`src/rtl/mips_pkg.sv`:
```
// Shared types and constants for the mips front end.
package mips_pkg;

    localparam int unsigned INSTR_W = 32;
    localparam int unsigned ADDR_W  = 32;

    localparam logic [ADDR_W-1:0] RESET_PC_DEFAULT = 32'h0000_0000;

    typedef enum logic [0:0] {
        RUN,
        KILL
    } fetch_state_t;

    typedef struct packed {
        logic [INSTR_W-1:0] instr;
        logic [ADDR_W-1:0]  pc;
    } fetch_entry_t;

endpackage

```
`src/rtl/fetch_fifo.sv`:
```
// Instruction buffer between fetch and decode; flush wins over push and pop.
module fetch_fifo
    import mips_pkg::*;
#(
    parameter int unsigned Depth = 2
) (
    input  logic                     clk_i,
    input  logic                     rst_i,
    input  logic                     push_i,
    input  fetch_entry_t             push_data_i,
    input  logic                     pop_i,
    input  logic                     flush_i,
    output fetch_entry_t             head_o,
    output logic                     valid_o,
    output logic [$clog2(Depth):0]   count_o
);

    localparam int unsigned PtrW = $clog2(Depth);
    localparam int unsigned CntW = PtrW + 1;

    fetch_entry_t    mem_q [Depth];
    logic [PtrW-1:0] wr_ptr_q;
    logic [PtrW-1:0] rd_ptr_q;
    logic [CntW-1:0] count_q;
    logic            do_pop;

    assign do_pop = pop_i && (count_q != '0);

    // Depth is a power of two, so the pointers wrap on their own.
    always_ff @(posedge clk_i or posedge rst_i) begin
        if (rst_i) begin
            for (int i = 0; i < Depth; i++) begin
                mem_q[i] <= '0;
            end
            wr_ptr_q <= '0;
            rd_ptr_q <= '0;
            count_q  <= '0;
        end else if (flush_i) begin
            wr_ptr_q <= '0;
            rd_ptr_q <= '0;
            count_q  <= '0;
        end else begin
            if (push_i) begin
                mem_q[wr_ptr_q] <= push_data_i;
                wr_ptr_q        <= wr_ptr_q + 1'b1;
            end
            if (do_pop) begin
                rd_ptr_q <= rd_ptr_q + 1'b1;
            end
            count_q <= count_q + CntW'(push_i) - CntW'(do_pop);
        end
    end

    assign head_o  = mem_q[rd_ptr_q];
    assign valid_o = (count_q != '0);
    assign count_o = count_q;

    push_has_room: assert property (@(posedge clk_i) disable iff (rst_i)
        (push_i && !flush_i) |-> (count_q < CntW'(Depth)));

endmodule

```
`src/rtl/instr_fetch.sv`:
```
// Fetch stage: program counter, req/ack issue logic and redirect handling.
module instr_fetch
    import mips_pkg::*;
#(
    parameter logic [ADDR_W-1:0] RESET_PC   = RESET_PC_DEFAULT,
    parameter int unsigned       FIFO_DEPTH = 2
) (
    input  logic               clk,
    input  logic               reset,
    output logic               imem_req,
    output logic [ADDR_W-1:0]  imem_addr,
    input  logic               imem_ack,
    input  logic [INSTR_W-1:0] imem_rdata,
    input  logic               redirect_valid,
    input  logic [ADDR_W-1:0]  redirect_pc,
    output logic               instr_valid,
    output logic [INSTR_W-1:0] instr,
    output logic [ADDR_W-1:0]  instr_pc,
    input  logic               instr_ready
);

    localparam int unsigned CntW = $clog2(FIFO_DEPTH) + 1;

    fetch_state_t      state_q;
    logic [ADDR_W-1:0] fetch_pc_q;
    logic [ADDR_W-1:0] kill_pc_q;
    logic              req_q;

    logic              ack_fire;
    logic              push;
    logic              pop;
    logic [ADDR_W-1:0] redirect_tgt;
    logic [CntW-1:0]   count;
    logic [CntW-1:0]   count_next;
    fetch_entry_t      head;
    fetch_entry_t      push_entry;

    assign ack_fire     = imem_ack && req_q;
    assign push         = ack_fire && (state_q == RUN) && !redirect_valid;
    assign pop          = instr_valid && instr_ready;
    assign redirect_tgt = redirect_pc & {{(ADDR_W-2){1'b1}}, 2'b00};
    assign push_entry   = '{instr: imem_rdata, pc: fetch_pc_q};

    always_comb begin
        count_next = '0;
        if (!redirect_valid) begin
            count_next = count + CntW'(push) - CntW'(pop);
        end
    end

    always_ff @(posedge clk or posedge reset) begin
        if (reset) begin
            state_q    <= RUN;
            fetch_pc_q <= RESET_PC;
            kill_pc_q  <= RESET_PC;
            req_q      <= 1'b0;
        end else begin
            if (redirect_valid) begin
                if (!req_q || ack_fire) begin
                    state_q    <= RUN;
                    fetch_pc_q <= redirect_tgt;
                end else begin
                    state_q   <= KILL;
                    kill_pc_q <= redirect_tgt;
                end
            end else if (ack_fire) begin
                state_q    <= RUN;
                fetch_pc_q <= (state_q == KILL) ? kill_pc_q : fetch_pc_q + ADDR_W'(4);
            end
            // With nothing left outstanding the FSM is back in RUN, so only room matters.
            req_q <= (req_q && !ack_fire) || (count_next < CntW'(FIFO_DEPTH));
        end
    end

    fetch_fifo #(
        .Depth (FIFO_DEPTH)
    ) u_fifo (
        .clk_i       (clk),
        .rst_i       (reset),
        .push_i      (push),
        .push_data_i (push_entry),
        .pop_i       (pop),
        .flush_i     (redirect_valid),
        .head_o      (head),
        .valid_o     (instr_valid),
        .count_o     (count)
    );

    assign imem_req  = req_q;
    assign imem_addr = fetch_pc_q;
    assign instr     = head.instr;
    assign instr_pc  = head.pc;

endmodule
```
`config.mk`:
```
export PLATFORM = sky130hd
export DESIGN_NAME = instr_fetch
export DESIGN_NICKNAME = d
export VERILOG_FILES = /design/src/rtl/mips_pkg.sv /design/src/rtl/fetch_fifo.sv /design/src/rtl/instr_fetch.sv
export SDC_FILE = /design/constraint.sdc
export NUM_CORES = 1
export LEC_CHECK = 0
export BUFFER_PORTS_ARGS = -buffer_cell sky130_fd_sc_hd__buf_2
export CORE_ASPECT_RATIO = 0.6
export CORE_UTILIZATION = 40
export CTS_CLUSTER_DIAMETER = 80
export DETAILED_ROUTE_END_ITERATION = 10
export GPL_TIMING_DRIVEN = 0
export MAX_ROUTING_LAYER = met4
export SYNTH_ARGS = -nofsm -noshare
export SYNTH_HDL_FRONTEND = slang
export SYNTH_SLANG_ARGS = --single-unit
```
`constraint.sdc`:
```
create_clock -name clk -period 7.7 [get_ports clk]
set_clock_uncertainty 0.15 [all_clocks]
set_input_delay 1.54 -clock clk [delete_from_list [all_inputs] [get_ports clk]]
set_output_delay 1.54 -clock clk [all_outputs]
set_load 0.05 [all_outputs]
```
==> results.py <==
metrics = {
    "outcome": {
        "status": "finished clean",
    },
    "clock_network": {
        "holdBufCountCts": 0,
        "clock-sinks": 190,
        "root_buffer": "clkbuf_16",
        "clk_pin_slew_worst_paths_ps": 70,
        "cts_buffer_depth": 2,
        "clkLatencyLatePin_ps": 450,
        "cts_tree": "done",
        "cts.htree.levels": 4,
        "cts_resized": 0,
        "numCtsBuffers": 17,
        "post_cts_buffers": 0,
    },
    "synth": {
        "synth_compound_area_frac": 0.0661,
        "ys.flop_type": "dfrtp_1",
        "synth_area_leaders": "dfrtp_1 51%, mux2_2 19%, mux2_4 9.6%, a21oi_1 2.0%, o21ai_0 1.6%",
        "synth-seq-cells": 190,
        "syn_inst": 746,
        "synth_edf_count": 0,
        "netlist_area_sq_mm": 0.00941,
        "synth_xor_area_frac": 0.0168,
        "muxShareOfSynthArea": 0.291,
        "synth_warnings": 0,
        "yosys.area.top_type": "dfrtp_1",
        "synth.most_common_cell": "dfrtp_1",
        "synth-simple-area-share": 0.0819,
        "synth_common_cells": "190 x dfrtp_1, 155 x mux2_2, 60 x mux2_4",
        "synth_cell_types": 60,
        "netlist.area_leader.share": 0.505,
        "ys_async_sr_fraction": 1.00,
        "avgSynthCellArea_sq_um": 12.6,
        "synthAdderAreaFrac": 0.00399,
        "synth-seq-area-share": 0.505,
        "synth_top_family_by_area": "multiplexers",
    },
    "die": {
        "io_pins": 167,
        "dieArea_sq_mm": 0.0242,
        "start_util": 0.408,
        "die_y_microns": 121,
        "core_sq_mm": 0.0231,
        "die-width_microns": 200,
        "row_count": 43,
    },
    "detailed_routing": {
        "drc": 0,
        "initialDrtViolationCount": 565,
        "vias_per_cell": 5.28,
        "dr_total_vias": 6640,
        "routed_wl_microns": 25200,
        "routedWlPerCell_microns": 20.1,
        "first_pass_iters": 5,
        "postRouteAntennaNets": 0,
    },
    "critical_path": {
        "crit_path_start_kind": "flop",
        "crit_start": "u_fifo.rd_ptr_q",
        "ff2ff_path_depth": 10,
        "crit_fanout": 10,
        "endpoint_kind": "output pin",
        "arrival_ps": 2560,
        "criticalPathCategory": "reg -> out",
        "reg2reg_slack_ps": 4680,
        "r2r-start": "imem_req",
        "worstPathRequired_ps": 6010,
        "reg2reg_to": "imem_req",
    },
    "pwr": {
        "power_density_mw_per_mm2": 443,
        "p_leak_nw": 5.21,
        "ir_worst_vdd_mv": 0.250,
    },
    "sta": {
        "worst_pin_slew_ps": 847,
        "setup_viol": 0,
        "hold_viol_final": 0,
        "drv_slew": 0,
        "fin_crit_ps": 4250,
        "fin_tns_setup_ps": 0,
        "rsz0062_at_grt": "no",
        "max-slew-margin-rel": 0.435,
        "timing.fmax_mhz": 236,
        "finalCritPeriodShare": 0.551,
    },
    "final_layout": {
        "layout-drive-gt1-share": 0.470,
        "antenna_cells": 0,
        "nets": 1001,
        "multiInputGateArea_sq_mm": 0.00435,
        "stdcell_area_sq_mm": 0.0112,
        "fillCellCount": 2099,
        "final_util": 0.487,
        "seq_area_sq_mm": 0.00475,
        "areaGrowthSynthToFinish_pct": 19.4,
    },
    "global_routing": {
        "grt_start_max_net_pins": 113,
        "grt_usage": 0.224,
        "grt_pass1_vias": 6293,
        "overflow": 0,
        "antenna_found_initial": 0,
        "grt_pass1_wl_microns": 38300,
    },
    "hold_path": {
        "hold_path.class": "reg -> reg",
        "hold_start": "u_fifo.mem_q[124]",
        "whs_path_depth": 1,
        "min_to": "u_fifo.mem_q[124]",
    },
    "placed_design": {
        "gp_congestion": 0.887,
        "io_buffers": 160,
        "hpwl_microns": 17400,
        "dpl-instance-area_sq_mm": 0.0107,
    },
    "run": {
        "max_cap_violations": 0,
    },
}
[metal layers]
| layer | up-vias | GRT usage | part of all wire |
|---|---|---|---|
| li1 | 3062 | - | - |
| met4 | 0 | 0.0654 | 0.013 |
| met2 | 212 | 0.269 | 0.39 |
| met1 | 3343 | 0.350 | 0.53 |
| met3 | 23 | 0.0622 | 0.069 |
| met5 | - | - | 0 |
[worst max-delay path by stage]
| stage | endpoint | slack, ps | depth (start not counted) |
|---|---|---|---|
| floorplan | imem_addr[10] | 840 | 1 |
| global placement | u_fifo.mem_q[16] | -1660 | 2 |
| detailed placement | imem_req | 3520 | 11 |
| CTS | instr_pc[11] | 3370 | 4 |
| global route | instr_pc[11] | 3300 | 4 |
| finish | instr_pc[15] | 3450 | 4 |
[power breakdown]
| group | switching [mW] | internal (mW) | leakage [nW] |
|---|---|---|---|
| registers | 0.271 | 1.40 | 2.28 |
| logic | 1.54 | 0.868 | 2.64 |
| clock network | 0.396 | 0.504 | 0.294 |
[sequential cells by signal (all words and copies together), names as in the netlist]
name	cells
state_q	1
imem_addr	30
kill_pc_q	30
u_fifo.rd_ptr_q	1
u_fifo.mem_q	124
u_fifo.wr_ptr_q	1
u_fifo.count_o	2
imem_req	1
[layout make-up]
type / instances / area share
sequential: 190 / 0.423
multi-input combinational: 498 / 0.387
timing repair buffer: 161 / 0.0737
clock buffer: 22 / 0.0422
tap: 315 / 0.0351
buffer: 55 / 0.0266
clock inverter: 10 / 0.00991
inverter: 6 / 0.00267
[cells in the final DEF (no fill, tap or decap), types with 9 or more instances in the layout]
master / synthesis / layout
clkbuf_1: 22 / 24
and3_1: 16 / 16
buf_1: 9 / 9
nand3_1: 16 / 16
nand2_1: 34 / 34
clkbuf_16: 0 / 17
mux2_4: 60 / 60
mux2_2: 155 / 155
nor3_1: 9 / 9
dfrtp_1: 190 / 190
nand4_1: 10 / 10
a21oi_1: 38 / 38
o21ai_0: 30 / 30
nor2_1: 26 / 26
buf_4: 10 / 10
buf_2: 7 / 167
xnor2_1: 12 / 12
[worst max-delay path, cell delays in order (launching register included)]
cell	delay (ps)
dfrtp_1	320
clkbuf_1	440
buf_1	700
mux2_2	430
buf_2	210
[stage by stage]
step                      setup slack, ps  hold slack (ps)  power (mW)  instances
after floorplan                       840              304        3.55        749
after global placement              -1660              319        4.06       1224
after detailed placement             3520              326        4.09       1225
after CTS                            3370              341        5.01       1257
after global routing                 3300              358        5.24       1257
final                                3450              339        4.98       1257
[cells by family after synthesis]
kind of cell,after synthesis
AOI/OAI and AO/OA,104
xor gates and xnor gates,18
adders and majority gates,3
buffers and inverters,61
DFF,190
muxes,224
other,1
and+or+nand+nor,145
Note: power is estimated with default switching activity, not from simulation.
